### config.mk
export PLATFORM = sky130hd
export DESIGN_NAME = rv32_e_div_unit
export DESIGN_NICKNAME = d
export VERILOG_FILES = /design/src/rtl/rv32_e_div_unit_pkg.sv /design/src/rtl/rv32_e_div_step.sv /design/src/rtl/rv32_e_div_unit.sv
export SDC_FILE = /design/constraint.sdc
export NUM_CORES = 1
export LEC_CHECK = 0
export ABC_AREA = 1
export BUFFER_PORTS_ARGS = -buffer_cell sky130_fd_sc_hd__clkbuf_2
export CAP_MARGIN = 20
export CORE_UTILIZATION = 50
export DETAILED_ROUTE_END_ITERATION = 16
export PLACE_DENSITY = 0.68
export SLEW_MARGIN = 20
export SYNTH_ARGS = -nofsm -noshare
export SYNTH_HDL_FRONTEND = slang
export SYNTH_SLANG_ARGS = --single-unit
### constraint.sdc
create_clock -name clk_i -period 8.6 [get_ports clk_i]
set_input_delay 0.43 -clock clk_i [delete_from_list [all_inputs] [get_ports clk_i]]
set_output_delay 0.43 -clock clk_i [all_outputs]
set_load 0.03 [all_outputs]
### src/rtl/rv32_e_div_unit_pkg.sv
// Shared definitions for the execute-stage divider: ALU control codes and divider FSM states.
package rv32_e_div_unit_pkg;

    localparam int ALU_CONTROL_WIDTH = 5;

    localparam logic [ALU_CONTROL_WIDTH-1:0] ALU_ADD    = 5'd0;
    localparam logic [ALU_CONTROL_WIDTH-1:0] ALU_SUB    = 5'd1;
    localparam logic [ALU_CONTROL_WIDTH-1:0] ALU_SLL    = 5'd2;
    localparam logic [ALU_CONTROL_WIDTH-1:0] ALU_SLT    = 5'd3;
    localparam logic [ALU_CONTROL_WIDTH-1:0] ALU_SLTU   = 5'd4;
    localparam logic [ALU_CONTROL_WIDTH-1:0] ALU_XOR    = 5'd5;
    localparam logic [ALU_CONTROL_WIDTH-1:0] ALU_SRL    = 5'd6;
    localparam logic [ALU_CONTROL_WIDTH-1:0] ALU_SRA    = 5'd7;
    localparam logic [ALU_CONTROL_WIDTH-1:0] ALU_OR     = 5'd8;
    localparam logic [ALU_CONTROL_WIDTH-1:0] ALU_AND    = 5'd9;
    localparam logic [ALU_CONTROL_WIDTH-1:0] ALU_MUL    = 5'd10;
    localparam logic [ALU_CONTROL_WIDTH-1:0] ALU_MULH   = 5'd11;
    localparam logic [ALU_CONTROL_WIDTH-1:0] ALU_MULHSU = 5'd12;
    localparam logic [ALU_CONTROL_WIDTH-1:0] ALU_MULHU  = 5'd13;
    localparam logic [ALU_CONTROL_WIDTH-1:0] ALU_DIV    = 5'd14;
    localparam logic [ALU_CONTROL_WIDTH-1:0] ALU_DIVU   = 5'd15;
    localparam logic [ALU_CONTROL_WIDTH-1:0] ALU_REM    = 5'd16;
    localparam logic [ALU_CONTROL_WIDTH-1:0] ALU_REMU   = 5'd17;

    typedef enum logic [1:0] {
        DIV_IDLE = 2'd0,
        DIV_CALC = 2'd1,
        DIV_DONE = 2'd2
    } div_state_e;

    function automatic logic is_div_op(input logic [ALU_CONTROL_WIDTH-1:0] code);
        logic hit;
        case (code)
            ALU_DIV, ALU_DIVU, ALU_REM, ALU_REMU: hit = 1'b1;
            default:                              hit = 1'b0;
        endcase
        return hit;
    endfunction

endpackage

### src/rtl/rv32_e_div_step.sv
// One restoring-division step: shift in a dividend bit, trial-subtract the divisor, keep or restore.
module rv32_e_div_step #(
    parameter int XLEN = 32
) (
    input  logic [XLEN:0]   rem_i,
    input  logic            dividend_bit_i,
    input  logic [XLEN-1:0] divisor_i,
    output logic [XLEN:0]   rem_o,
    output logic            q_bit_o
);

    // The incoming remainder is always below the divisor, so its top bit is never set.
    logic            unused_rem_msb_s;
    logic [XLEN:0]   shifted_s;
    logic [XLEN:0]   diff_s;

    assign unused_rem_msb_s = rem_i[XLEN];

    // Shifted partial is below twice the divisor, so diff_s[XLEN] is exactly the borrow.
    always_comb begin
        shifted_s = {rem_i[XLEN-1:0], dividend_bit_i};
        diff_s    = shifted_s - {1'b0, divisor_i};
        q_bit_o   = ~diff_s[XLEN];
        if (diff_s[XLEN]) begin
            rem_o = shifted_s;
        end else begin
            rem_o = diff_s;
        end
    end

endmodule

### src/rtl/rv32_e_div_unit.sv
// Iterative radix-2 restoring divider for RV32M DIV/DIVU/REM/REMU with a fast path for
// divide-by-zero and signed overflow; stalls EX through busy_o while iterating.
module rv32_e_div_unit
    import rv32_e_div_unit_pkg::*;
#(
    parameter int XLEN         = 32,
    parameter bit FAST_SPECIAL = 1'b1
) (
    input  logic                         clk_i,
    input  logic                         rst_i,
    input  logic                         flush_i,
    input  logic                         start_i,
    input  logic [ALU_CONTROL_WIDTH-1:0] alu_control_i,
    input  logic [XLEN-1:0]              a_i,
    input  logic [XLEN-1:0]              b_i,
    output logic                         busy_o,
    output logic                         done_o,
    output logic [XLEN-1:0]              result_o
);

    localparam int              CNT_W    = $clog2(XLEN);
    localparam logic [CNT_W-1:0] CNT_ZERO = {CNT_W{1'b0}};
    localparam logic [CNT_W-1:0] CNT_ONE  = {{(CNT_W-1){1'b0}}, 1'b1};
    localparam logic [CNT_W-1:0] CNT_LAST = CNT_W'(XLEN - 1);
    localparam logic [XLEN-1:0] ZERO     = {XLEN{1'b0}};
    localparam logic [XLEN-1:0] ONES     = {XLEN{1'b1}};
    localparam logic [XLEN-1:0] ONE      = {{(XLEN-1){1'b0}}, 1'b1};
    localparam logic [XLEN-1:0] MIN_NEG  = {1'b1, {(XLEN-1){1'b0}}};

    function automatic logic [XLEN-1:0] apply_sign(input logic [XLEN-1:0] v, input logic neg);
        if (neg) begin
            return ~v + ONE;
        end else begin
            return v;
        end
    endfunction

    div_state_e      state_q, state_d;
    logic [CNT_W-1:0] cnt_q, cnt_d;
    logic [XLEN:0]   rem_q, rem_d;
    logic [XLEN-1:0] work_q, work_d;
    logic [XLEN-1:0] divisor_q, divisor_d;
    logic [XLEN-1:0] result_q, result_d;
    logic            is_rem_q, is_rem_d;
    logic            neg_quot_q, neg_quot_d;
    logic            neg_rem_q, neg_rem_d;

    logic            signed_op_s, rem_op_s, a_neg_s, b_neg_s, b_zero_s, special_s;
    logic            accept_s, fast_s;
    logic [XLEN-1:0] special_res_s;
    logic [XLEN:0]   step_rem_s;
    logic            step_q_s;

    // work_q holds the dividend shifting out at the top and the quotient filling in at the bottom.
    rv32_e_div_step #(.XLEN(XLEN)) u_step (
        .rem_i          (rem_q),
        .dividend_bit_i (work_q[XLEN-1]),
        .divisor_i      (divisor_q),
        .rem_o          (step_rem_s),
        .q_bit_o        (step_q_s)
    );

    // Decode of the incoming request and its RISC-V special-case result.
    always_comb begin
        signed_op_s = (alu_control_i == ALU_DIV) || (alu_control_i == ALU_REM);
        rem_op_s    = (alu_control_i == ALU_REM) || (alu_control_i == ALU_REMU);
        a_neg_s     = signed_op_s && a_i[XLEN-1];
        b_neg_s     = signed_op_s && b_i[XLEN-1];
        b_zero_s    = (b_i == ZERO);
        special_s   = b_zero_s || (signed_op_s && (a_i == MIN_NEG) && (b_i == ONES));
        if (b_zero_s) begin
            special_res_s = rem_op_s ? a_i : ONES;
        end else begin
            special_res_s = rem_op_s ? ZERO : a_i;
        end
        fast_s   = FAST_SPECIAL && special_s;
        accept_s = start_i && is_div_op(alu_control_i) && !flush_i &&
                   ((state_q == DIV_IDLE) || (state_q == DIV_DONE));
    end

    // State register.
    always_ff @(posedge clk_i or posedge rst_i) begin
        if (rst_i) begin
            state_q <= DIV_IDLE;
        end else begin
            state_q <= state_d;
        end
    end

    // Next-state logic; flush overrides everything.
    always_comb begin
        state_d = state_q;
        if (flush_i) begin
            state_d = DIV_IDLE;
        end else begin
            case (state_q)
                DIV_IDLE, DIV_DONE: begin
                    if (accept_s) begin
                        state_d = fast_s ? DIV_DONE : DIV_CALC;
                    end else begin
                        state_d = DIV_IDLE;
                    end
                end
                DIV_CALC: begin
                    if (cnt_q == CNT_ZERO) begin
                        state_d = DIV_DONE;
                    end else begin
                        state_d = DIV_CALC;
                    end
                end
                default: state_d = DIV_IDLE;
            endcase
        end
    end

    // Datapath next-state: operand capture on accept, one step per CALC cycle, sign fix-up at the end.
    always_comb begin
        cnt_d      = cnt_q;
        rem_d      = rem_q;
        work_d     = work_q;
        divisor_d  = divisor_q;
        result_d   = result_q;
        is_rem_d   = is_rem_q;
        neg_quot_d = neg_quot_q;
        neg_rem_d  = neg_rem_q;
        if (accept_s) begin
            is_rem_d   = rem_op_s;
            neg_quot_d = (a_neg_s ^ b_neg_s) && !b_zero_s;
            neg_rem_d  = a_neg_s;
            work_d     = apply_sign(a_i, a_neg_s);
            divisor_d  = apply_sign(b_i, b_neg_s);
            rem_d      = {(XLEN+1){1'b0}};
            cnt_d      = CNT_LAST;
            if (fast_s) begin
                result_d = special_res_s;
            end else begin
                result_d = result_q;
            end
        end else if ((state_q == DIV_CALC) && !flush_i) begin
            rem_d  = step_rem_s;
            work_d = {work_q[XLEN-2:0], step_q_s};
            if (cnt_q == CNT_ZERO) begin
                cnt_d    = cnt_q;
                result_d = is_rem_q ? apply_sign(step_rem_s[XLEN-1:0], neg_rem_q)
                                    : apply_sign({work_q[XLEN-2:0], step_q_s}, neg_quot_q);
            end else begin
                cnt_d = cnt_q - CNT_ONE;
            end
        end else begin
            cnt_d = cnt_q;
        end
    end

    // Datapath registers.
    always_ff @(posedge clk_i or posedge rst_i) begin
        if (rst_i) begin
            cnt_q      <= CNT_ZERO;
            rem_q      <= {(XLEN+1){1'b0}};
            work_q     <= ZERO;
            divisor_q  <= ZERO;
            result_q   <= ZERO;
            is_rem_q   <= 1'b0;
            neg_quot_q <= 1'b0;
            neg_rem_q  <= 1'b0;
        end else begin
            cnt_q      <= cnt_d;
            rem_q      <= rem_d;
            work_q     <= work_d;
            divisor_q  <= divisor_d;
            result_q   <= result_d;
            is_rem_q   <= is_rem_d;
            neg_quot_q <= neg_quot_d;
            neg_rem_q  <= neg_rem_d;
        end
    end

    // Outputs decode straight from registered state.
    always_comb begin
        busy_o   = (state_q == DIV_CALC);
        done_o   = (state_q == DIV_DONE);
        result_o = result_q;
    end

endmodule

Word-level counts from Yosys, hierarchy flattened

Index checks and enable logic that the tools add are counted.

Reduce and logical (&&, ||, !) cells: 24
Bitwise logic cells: 6
Equal/unequal tests: 10
Muxes and demuxes: 26
Add/sub/neg operators: 6

Operators by type and width:

| cell                  | number |
|---|---|
| $mux 32               | 17 |
| $add 32x1->32 const B | 4 |
| $not 32->32           | 4 |
| $eq 32x32->1 const B  | 2 |
| $sub 33x32->33        | 1 |
| $logic_not 32->1      | 1 |
| $mux 5                | 3 |
| $eq 5x4->1 const B    | 2 |
| $eq 5x5->1 const B    | 2 |
| $logic_and 1x1->1     | 9 |
| $mux 2                | 4 |
| $logic_not 5->1       | 1 |
| $sub 5x1->5 const B   | 1 |
| $logic_or 1x1->1      | 4 |
| $pmux 2 s2            | 1 |
| $reduce_bool 2->1     | 2 |
| $reduce_or 4->1       | 1 |
| $reduce_and 3->1      | 1 |
| $eq 2x1->1 const B    | 1 |
| $eq 2x2->1 const B    | 1 |
| $logic_not 1->1       | 2 |
| $logic_not 2->1       | 1 |
| $ne 2x1->1 const B    | 1 |
| $ne 2x2->1 const B    | 1 |
| other kinds (5)       | 5 |

Bits of input ports: 73
Output and inout port bits: 34
Word-level logic and storage cells: 81
Bits in registers: 138

Depth between registers and ports, before layout

Gate-level depths: netlist of run 1.

Word-level depth: 9
Depth in mapped cells: 32
Depth with buffers taken out: 31

Hierarchy

A second synthesis of run 1 with hierarchy kept.

Cell total of the unflattened synthesis: 2344
Area, all modules: 13671.9 µm²

By module, submodules not included:

| module          | times used | cells each | sequential area each (µm²) | area an instance (µm²) |
|---|---|---|---|---|
| rv32_e_div_unit | 1          | 1725       | 3478.3                     | 10769.1 |
| rv32_e_div_step | 1          | 619        | 0.0                        | 2902.8 |

Worst setup path before layout of run 1

OpenSTA, ideal clock, no wires.

Path kind: register to register
From: register work_q[31]
To: register result_q[28], in the netlist result_o[28]
Setup slack: 4.971 ns
Setup time: 0.073 ns
Stages on the path, launching flop included: 32
Buffers on the path: 1
Data required time: 8.527 ns
Arrival: 3.556 ns
Clock period less this slack: 3.629 ns
Cells stage by stage: dfrtp_1 > inv_1 > ha_1 > inv_1 > fa_1 > nand2_1 > nand2_1 > nand3_1 > nand2_2 > nand2_2 > nand2_4 > nand2_4 > nand3_4 > nand2_8 > buf_6 > ha_1 > nand3_1 > nor2_1 > inv_1 > nor2_1 > nand4_1 > nor2_1 > nand3_1 > nor2_1 > nand3_1 > nand2_1 > nand2_1 > a21oi_1 > o21ai_0 > nand2_1 > nand2_1 > a21oi_2

Longest elaborated chain between the ends: 9
Elaborated cells on any way between the ends: 13
Classes of those cells: 3 x add/sub; 7 x mux; 3 x bitwise

Ends and longest elaborated chain:

| element                              | RTL line                                     | source |
|---|---|---|
| start: declaration                   | rv32_e_div_unit.sv:41                        | `logic [XLEN-1:0] work_q, work_d;` |
| start signal: assignment             | rv32_e_div_unit.sv:168                       | `work_q <= work_d;` |
| $sub 33x32->33                       | rv32_e_div_step.sv:22                        | `diff_s = shifted_s - {1'b0, divisor_i};` |
| $mux 32 or $not 1->1 (tied branches) | rv32_e_div_step.sv:24, rv32_e_div_step.sv:23 |  |
| $not 32->32                          | rv32_e_div_unit.sv:32                        | `return ~v + ONE;` |
| $add 32x1->32                        | rv32_e_div_unit.sv:32                        |  |
| $mux 32                              | rv32_e_div_unit.sv:31                        | `if (neg) begin` |
| $mux 32 (*)                          | rv32_e_div_unit.sv:144                       | `result_d = is_rem_q ? apply_sign(step_rem_s[XLEN-1:0], neg_rem_q)` |
| $mux 32 (*)                          | rv32_e_div_unit.sv:142                       | `if (cnt_q == CNT_ZERO) begin` |
| $mux 32 (*)                          | rv32_e_div_unit.sv:139                       | `end else if ((state_q == DIV_CALC) && !flush_i) begin` |
| $mux 32 (*)                          | rv32_e_div_unit.sv:126                       | `if (accept_s) begin` |
| end signal: assignment               | rv32_e_div_unit.sv:170                       | `result_q <= result_d;` |
| end: declaration                     | rv32_e_div_unit.sv:43                        | `logic [XLEN-1:0] result_q, result_d;` |

Every way passes the cells marked *; elsewhere a longest branch is shown, timed or not. The select of a mux whose other input is x is not followed.
A chain may end at the register's enable or synchronous reset.

Worst setup path in the final report of run 1

Ends and elaborated chain as after synthesis.

==> impl_summary.md, run 1 <==
Critical path
At the worst endpoint, the arrival time is 4.93 ns. The cell with the most instances on the worst path is sky130_fd_sc_hd__nand2_1. The worst setup path is captured at a register. The startpoint identified for the worst register-to-register timing path is work_q[31]. STA puts the critical path data required time at 8.97 ns. The setup check on the worst reg-to-reg path leaves a slack of 4.04 ns.

The endpoint of the worst register-to-register path is result_o[28]. The worst setup path is of the reg2reg kind. The biggest cell delay along the critical path is 0.43 ns. The largest individual stage delay along the critical path comes from the cell sky130_fd_sc_hd__fa_1. The critical path startpoint category is a register. The worst-path maximum fanout is 45. Measured in cells, the most critical reg-to-reg path has a length of 30.

Synth
The average size of a mapped cell is 6.188 µm². The count of mapped cells out of synthesis is 2206. The leading area contributor after synthesis is sky130_fd_sc_hd__dfrtp_1. The share of the synthesized area in the top cell type is 25.30%. Counting every net in the synthesized netlist gives 2319. Sorting the synthesized cells by how often they occur yields sky130_fd_sc_hd__nand2_1, sky130_fd_sc_hd__inv_1, sky130_fd_sc_hd__nor2_1.

The most common cell in the synthesized netlist is sky130_fd_sc_hd__nand2_1. The most used flip-flop cell after synthesis is sky130_fd_sc_hd__dfrtp_1. The count of cell types in the netlist is 61. The number of enable-type register cells in the synthesized netlist is 0. The post-synthesis sequential element count is 138. Of the synthesized area, sequential elements account for 25.30%. During synthesis, Yosys emitted a total of 0 warnings. Sorting the synthesized cells by area gives the leading types as sky130_fd_sc_hd__dfrtp_1, sky130_fd_sc_hd__nand2_1, sky130_fd_sc_hd__inv_1. Summing every instance area after synthesis gives 13650 µm². The post-synthesis async set-or-reset flop share is 100.0%.

GRT
The initial antenna violation count is 0. The number of global-route vias before repair was 13153. The first-pass GRT wire length is 71620 µm.

Global routing used 32.88% of the available tracks across all layers. The final global-route overflow total is 0. Entering global routing, the biggest net connects 77 pins.

Die
The die is 167.2 µm tall. The die outline area is 27970 µm². After floorplanning, the core was sized to cover 26880 µm². The initial cell density of the core is 50.79%. The number of placement rows is 60.

The number of I/O pins is 107. Measured along the x axis, the die boundary spans 167.2 µm.

Clocking
The insertion delay to the later sink of the worst-skew pair is 0.45 ns. The maximum clock path buffer count is 2. The number of hold buffers added after CTS was 0. The clock-pin slew on the worst setup and hold paths is 0.07 ns.

The number of buffers created by CTS is 17. The buffers inserted during post-CTS setup optimization is 0. The sink count of the clock tree is 138. The cell sitting at the root of the clock tree is a sky130_fd_sc_hd__clkbuf_16. The CTS tree is done.

The H-tree was split into 4 levels. In this run, post-CTS repair resized a total of 0 instances.

Timing
The remaining max-slew budget at the tightest pin is 27.28%. The fraction of the cycle the final worst path needs is 53.00%. The count of final setup violators is 0. Based on the critical path, the design can be clocked at up to 219.4 MHz.

The summed negative setup slack over all endpoints is 0 ns. The slew of the pin with the lowest slew margin is 1.088 ns. The largest clock skew in the final design is 0.01621 ns. The final hold violation count is 0. Setup repair after global routing left no endpoint under its margin. The count of pins over their slew limit was 0. The worst path in the final design needs a cycle of 4.558 ns, including I/O delays and setup. The smallest hold slack is 0.06847 ns.

Placed design
The congestion estimate from routability-driven global placement came to 0.9420. The count of buffers added on input and output ports is 106. Detailed placement finished with a half-perimeter wire length of 35030 µm.

Worst hold path
The tightest min-delay check is of the in2async type.

Drt
For this block, the initial DRC count from the detailed router was 1465. Wires add up to 45340 µm. In the final routed layout, each cell accounts on average for 17.31 µm. The detail route stage leaves a number of antenna-violating nets equal to 0. Before antenna repair, the detailed router went through 6 iterations. The via density per instance is 5.576. The detailed-route DRC error count is 0. The detailed router placed 14603 vias in this run.

Power and ir drop
The power consumption is 5.628 mW. Dividing total power by cell area gives a power density of 378.4 nW/µm². The peak ir drop on the vdd network is 0.2214 mV. The analysis attributes to cell leakage a power of 7.922 nW.

Cells and area
0 antenna diodes ended up in the layout. The fraction of layout cells with a size suffix above 1 is 13.21%. Fill cells in the final layout number 2763. The number of nets in the layout is 2378. The synthesis-to-finish area growth is 8.965%.

Job
The tool flagged a number of max-cap violations equal to 0.

Run status
The run finished with clean final reports.
-- cells in the final DEF, fill, tap and decap left out, types with 9 or more instances in the layout --
master	synthesis	layout
sky130_fd_sc_hd__nand2_1	624	623
sky130_fd_sc_hd__inv_1	330	329
sky130_fd_sc_hd__nor2_1	185	185
sky130_fd_sc_hd__nand3_1	180	180
sky130_fd_sc_hd__o21ai_0	144	144
sky130_fd_sc_hd__dfrtp_1	138	138
sky130_fd_sc_hd__clkbuf_2	0	106
sky130_fd_sc_hd__a21oi_1	105	105
sky130_fd_sc_hd__nand2_2	57	58
sky130_fd_sc_hd__ha_1	39	39
sky130_fd_sc_hd__xor2_1	38	38
sky130_fd_sc_hd__nor3_1	33	33
sky130_fd_sc_hd__o22ai_1	32	32
sky130_fd_sc_hd__o221ai_1	29	29
sky130_fd_sc_hd__nand4_1	26	26
sky130_fd_sc_hd__clkbuf_16	0	17
sky130_fd_sc_hd__or2_2	16	16
sky130_fd_sc_hd__nor2_2	15	15
sky130_fd_sc_hd__nand2_4	13	13
sky130_fd_sc_hd__buf_4	6	13
sky130_fd_sc_hd__inv_2	9	9
-- critical path: cells and delay by family (launching register included) --
kind	cells	cell delay (ns)
AOI/OAI and AO/OA	3	0.36
buffers and inverters	3	0.24
and+or+nand+nor	21	2.68
adders and majority gates	3	0.83
DFF	1	0.36
-- state kept, by name, summed over array words and instances (netlist names) --
| register | cells |
|---|---|
| divisor_q | 32 |
| result_o | 32 |
| work_q | 32 |
| state_q | 2 |
| cnt_q | 5 |
| neg_quot_q | 1 |
| neg_rem_q | 1 |
| rem_q | 32 |
| is_rem_q | 1 |
-- power breakdown --
group / internal (mW) / switching (mW)
clock network: 0.404 / 0.330
logic: 1.20 / 2.71
registers: 0.829 / 0.162
-- cell families after synthesis --
logic type,Yosys count,share of synthesized area (%)
buffers and inverters,421,12.48
adders and majority gates,40,3.721
AOI/OAI and AO/OA,374,16.49
xor gates and xnor gates,45,2.887
DFF,138,25.30
and+or+nand+nor,1188,39.12
-- through the flow --
step                area [µm²]  utilization (%)  std cells  worst slack (ns)
CTS                      14870            55.34       2619             4.129
global route             14870            55.34       2619             3.540
finish                   14870            55.34       2619             4.042
global placement         14290            53.17       2586             4.264
detailed placement       14310            53.24       2587             4.176
floorplan                13650                -       2206             4.474
-- how the worst max path moves through the flow --
stage,start,endpoint,slack (ns),depth (start not counted)
floorplan,rst_i,cnt_q[0],4.47,1
global placement,work_q[31],result_o[30],4.26,30
detailed placement,work_q[31],result_o[30],4.18,30
CTS,work_q[31],result_o[30],4.13,30
global route,work_q[31],result_o[28],3.54,30
finish,work_q[31],result_o[28],4.04,30
-- layer usage --
layer / GRT usage [%] / part of all wire [%]
met5: 0 / 0
met4: 9.852 / 2.4
met3: 7.067 / 7.9
met2: 50.28 / 43
met1: 46.37 / 46
-- area by class of cell --
cell class,instances,area [µm²],area share (%)
multi-input combinational,1647,8496,57.12
sequential,138,3453,23.22
inverter,341,1285,8.639
timing repair buffer,120,648.1,4.357
clock buffer,18,429.2,2.885
tap,341,426.7,2.868
clock inverter,14,136.4,0.9169
No activity file was read; power rests on OpenSTA's default activity.
==> inputs of run 2 (changes only) <==
--- a/config.mk
+++ b/config.mk
@@ -10,7 +10,7 @@
 export CAP_MARGIN = 20
 export CORE_UTILIZATION = 50
 export DETAILED_ROUTE_END_ITERATION = 16
-export PLACE_DENSITY = 0.68
+export PLACE_DENSITY = 0.71
 export SLEW_MARGIN = 20
 export SYNTH_ARGS = -nofsm -noshare
 export SYNTH_HDL_FRONTEND = slang
==> constraint.sdc (replaced) <==
create_clock -name clk_i -period 3.8 [get_ports clk_i]
set_input_delay 0.19 -clock clk_i [delete_from_list [all_inputs] [get_ports clk_i]]
set_output_delay 0.19 -clock clk_i [all_outputs]
set_load 0.03 [all_outputs]
==> run 2 against run 1 <==
- sequential power up 130%
- power up 140%
- via count up 3.4%
- register-to-register slack worse by 4.0 ns
- die area unchanged
- cell count up 2.0%
- final area up 3.7%
- fmax up 22%
- sequential share of layout area down 0.83 points
==> impl_summary.md, run 2 (same netlist as run 1, synthesis figures left out) <==
Worst hold path
The worst hold path begins at b_i[12]. The number of cells on the worst hold path is 3. The classification of the worst-slack hold path is in2reg.

For hold timing, the worst endpoint is divisor_q[12].

Timing
The routed design could run at a clock period as short as 3.729 ns. For the final routed database, the setup TNS stands at 0 ns. The maximum clock frequency is 268.2 MHz. The fraction of the cycle the final worst path needs is 98.13%. On the final layout, the worst clock skew is 0.01673 ns. The slew of the pin with the lowest slew margin is 0.9328 ns. The final hold violation count came to 0. Hold is met by 0.009995 ns. The count of pins over their slew limit is 0. Setup violations remaining at the end of the flow were counted as 0. The remaining max-slew budget at the tightest pin is 37.69%. Setup repair after global routing could not meet its margin everywhere.

Die
During I/O placement, the number of pins put on the boundary was 107. From bottom edge to top edge, the die measures 167.2 µm. The die outline area is 27970 µm². The initial cell density of the core is 50.79%. The die outline width is 167.2 µm. The number of placement rows is 60. The core region area is 26880 µm².

GRT
After global routing the overflow that remains totals 0. The first-pass GRT wire length is 73510 µm. Entering global routing, the biggest net connects 69 pins. The number of global-route vias before repair was 13743.

The initial antenna violation count is 0. For this run, the total global-route usage over all layers was measured as 33.47%.

Clocking
The number of buffers created by CTS is 17. The sink count of the clock tree is 138. The maximum clock path buffer count is 2. The H-tree was split into 4 levels. The clock tree root buffer cell is sky130_fd_sc_hd__clkbuf_16. At the later pin of the worst-skew pair, clock insertion delay measures 0.44 ns. After clock tree synthesis, the clock-pin slew on the worst setup and hold paths is 0.07 ns. The CTS tree is done.

Drt
The number of search-and-repair iterations in the first detailed-routing pass is 8. The average wire per standard cell is 17.55 µm. The routed layout has 15106 vias. Dividing the detail-routed via count by the number of cells gives 5.656.

After the first detailed-routing iteration, the DRC count stood at 1475. The remaining antenna violation count is 0. The routed design has 46870 µm of wire. The detailed-route DRC error count is 0.

Run status
The flow ran to the end, and the final reports show no timing, DRC or antenna violations.

Cells and area
The number of antenna repair diodes is 0. Excluding fillers, the count of instances in the completed layout stands at 2671. For this run, the post-layout net count is 2430. The leading cell type in the layout, fill and taps excluded is sky130_fd_sc_hd__nand2_1. The post-route netlist has 16.18% of its cells at a drive strength greater than 1.

The library cells used most frequently in the layout, excluding fill and tap cells, are sky130_fd_sc_hd__nand2_1, sky130_fd_sc_hd__inv_1, sky130_fd_sc_hd__nor2_1, sky130_fd_sc_hd__nand3_1, sky130_fd_sc_hd__o21ai_0. The synthesis-to-finish area growth is 13.02%. The finished layout cell area is 15430 µm². The fill cell total of the finished layout is 2663.

Critical path
The critical path startpoint category is a register. The endpoint of the worst register-to-register path is result_o[19]. The largest single stage delay on the critical path is 0.39 ns.

In this design, the largest share of critical-path delay is due to simple AND/OR/NAND/NOR gates. The register-to-register setup slack is 0.07 ns. Of all nets on the critical path, the largest fanout is 26. The number of buffer and inverter stages on the critical path is 4. The cell at the slowest stage of the critical path is sky130_fd_sc_hd__fa_2. The origin of the critical flop-to-flop path is work_q[31]. In this design, the critical path's most frequently occurring cell is sky130_fd_sc_hd__nand2_1. STA classifies the critical path endpoint as a register. The number of cells on the worst reg-to-reg path is 29. The worst setup path is of the reg2reg kind. The data arrival time at the worst-slack endpoint is 4.09 ns. The worst path required time is 4.16 ns.

Placed design
Summing all placed instances gives a cell area of 14650 µm². The number of cells in the design after placement is 2631. Input and output buffers added on the ports amount to 106. The routability congestion estimate from global placement is 0.9519. The HPWL after detailed placement is 35920 µm.

Job
The max-capacitance violation count is 0.

Power and ir drop
The peak ir drop on the vdd network is 0.5457 mV. Dividing total power by cell area gives a power density of 876.3 nW/µm². The leakage power summed over all cells is 8.174 nW. The power consumption is 13.52 mW.
## run 2: changes by cell type in the layout (fill, tap and decap cells not counted), moves of 5 or more
cell / previous run / this run
sky130_fd_sc_hd__nand2_1: 623 / 618
sky130_fd_sc_hd__nand2_2: 58 / 63
sky130_fd_sc_hd__inv_2: 9 / 14
sky130_fd_sc_hd__inv_1: 329 / 324
sky130_fd_sc_hd__buf_4: 13 / 60
## run 2: power by group
group / internal, mW / switching (mW)
Sequential: 1.88 / 0.372
Combinational: 3.16 / 6.38
Clock: 0.950 / 0.779
## run 2: layout make-up
class | count | area, µm² | share of cell area [%]
Sequential cell | 138 | 3453 | 22.38
Tap cell | 341 | 426.7 | 2.765
Timing Repair Buffer | 172 | 1064 | 6.893
Multi-Input combinational cell | 1647 | 8611 | 55.81
Inverter | 341 | 1284 | 8.321
Clock buffer | 18 | 439.2 | 2.846
Clock inverter | 14 | 151.4 | 0.9813
## run 2: how the worst max path moves through the flow
stage          cells after the start           end        from
3_5_place_dp                      30  result_o[28]  work_q[31]
6_report                          29  result_o[19]  work_q[31]
5_1_grt                           30  result_o[28]  work_q[31]
4_1_cts                           30  result_o[28]  work_q[31]
3_3_place_gp                      30  result_o[28]  work_q[31]
2_1_floorplan                     31  result_o[28]  work_q[31]
## run 2: metal layers
layer  global-route usage, %  wire length (µm)  up-vias
met5                       0                 0        -
met3                   5.058              4049      100
met2                   52.08             20550      712
met4                   13.32              1622        0
li1                        -                 -     7340
met1                   46.57             20650     6954
## run 2: what timing repair did
| item | CTS | global route |
|---|---|---|
| resized for setup | 1 | 34 |
| buffers inserted | 0 | 6 |
| pin swaps | 1 | 13 |
| endpoints found under the setup margin | 2 | 17 |
| hold buffers | 2 | 0 |
| endpoints found under the hold margin | 37 | 0 |
## run 2: worst register-to-register path: cells and delay by family (launching register included)
| family | cells | cell delay [ns] |
|---|---|---|
| adder cells (fa/ha/maj) | 2 | 0.52 |
| AND/OR/NAND/NOR | 22 | 2.15 |
| flip-flops | 1 | 0.38 |
| AO/OA/AOI/OAI | 1 | 0.13 |
| buffers and inverters | 4 | 0.47 |
## run 2: stage by stage
stage	utilization, %	worst slack (ns)
floorplan	-	0.1712
global placement	54.51	0.04775
detailed placement	54.51	0.01376
CTS	56.79	0.01565
global route	57.41	-0.1389
finish	57.41	0.07118
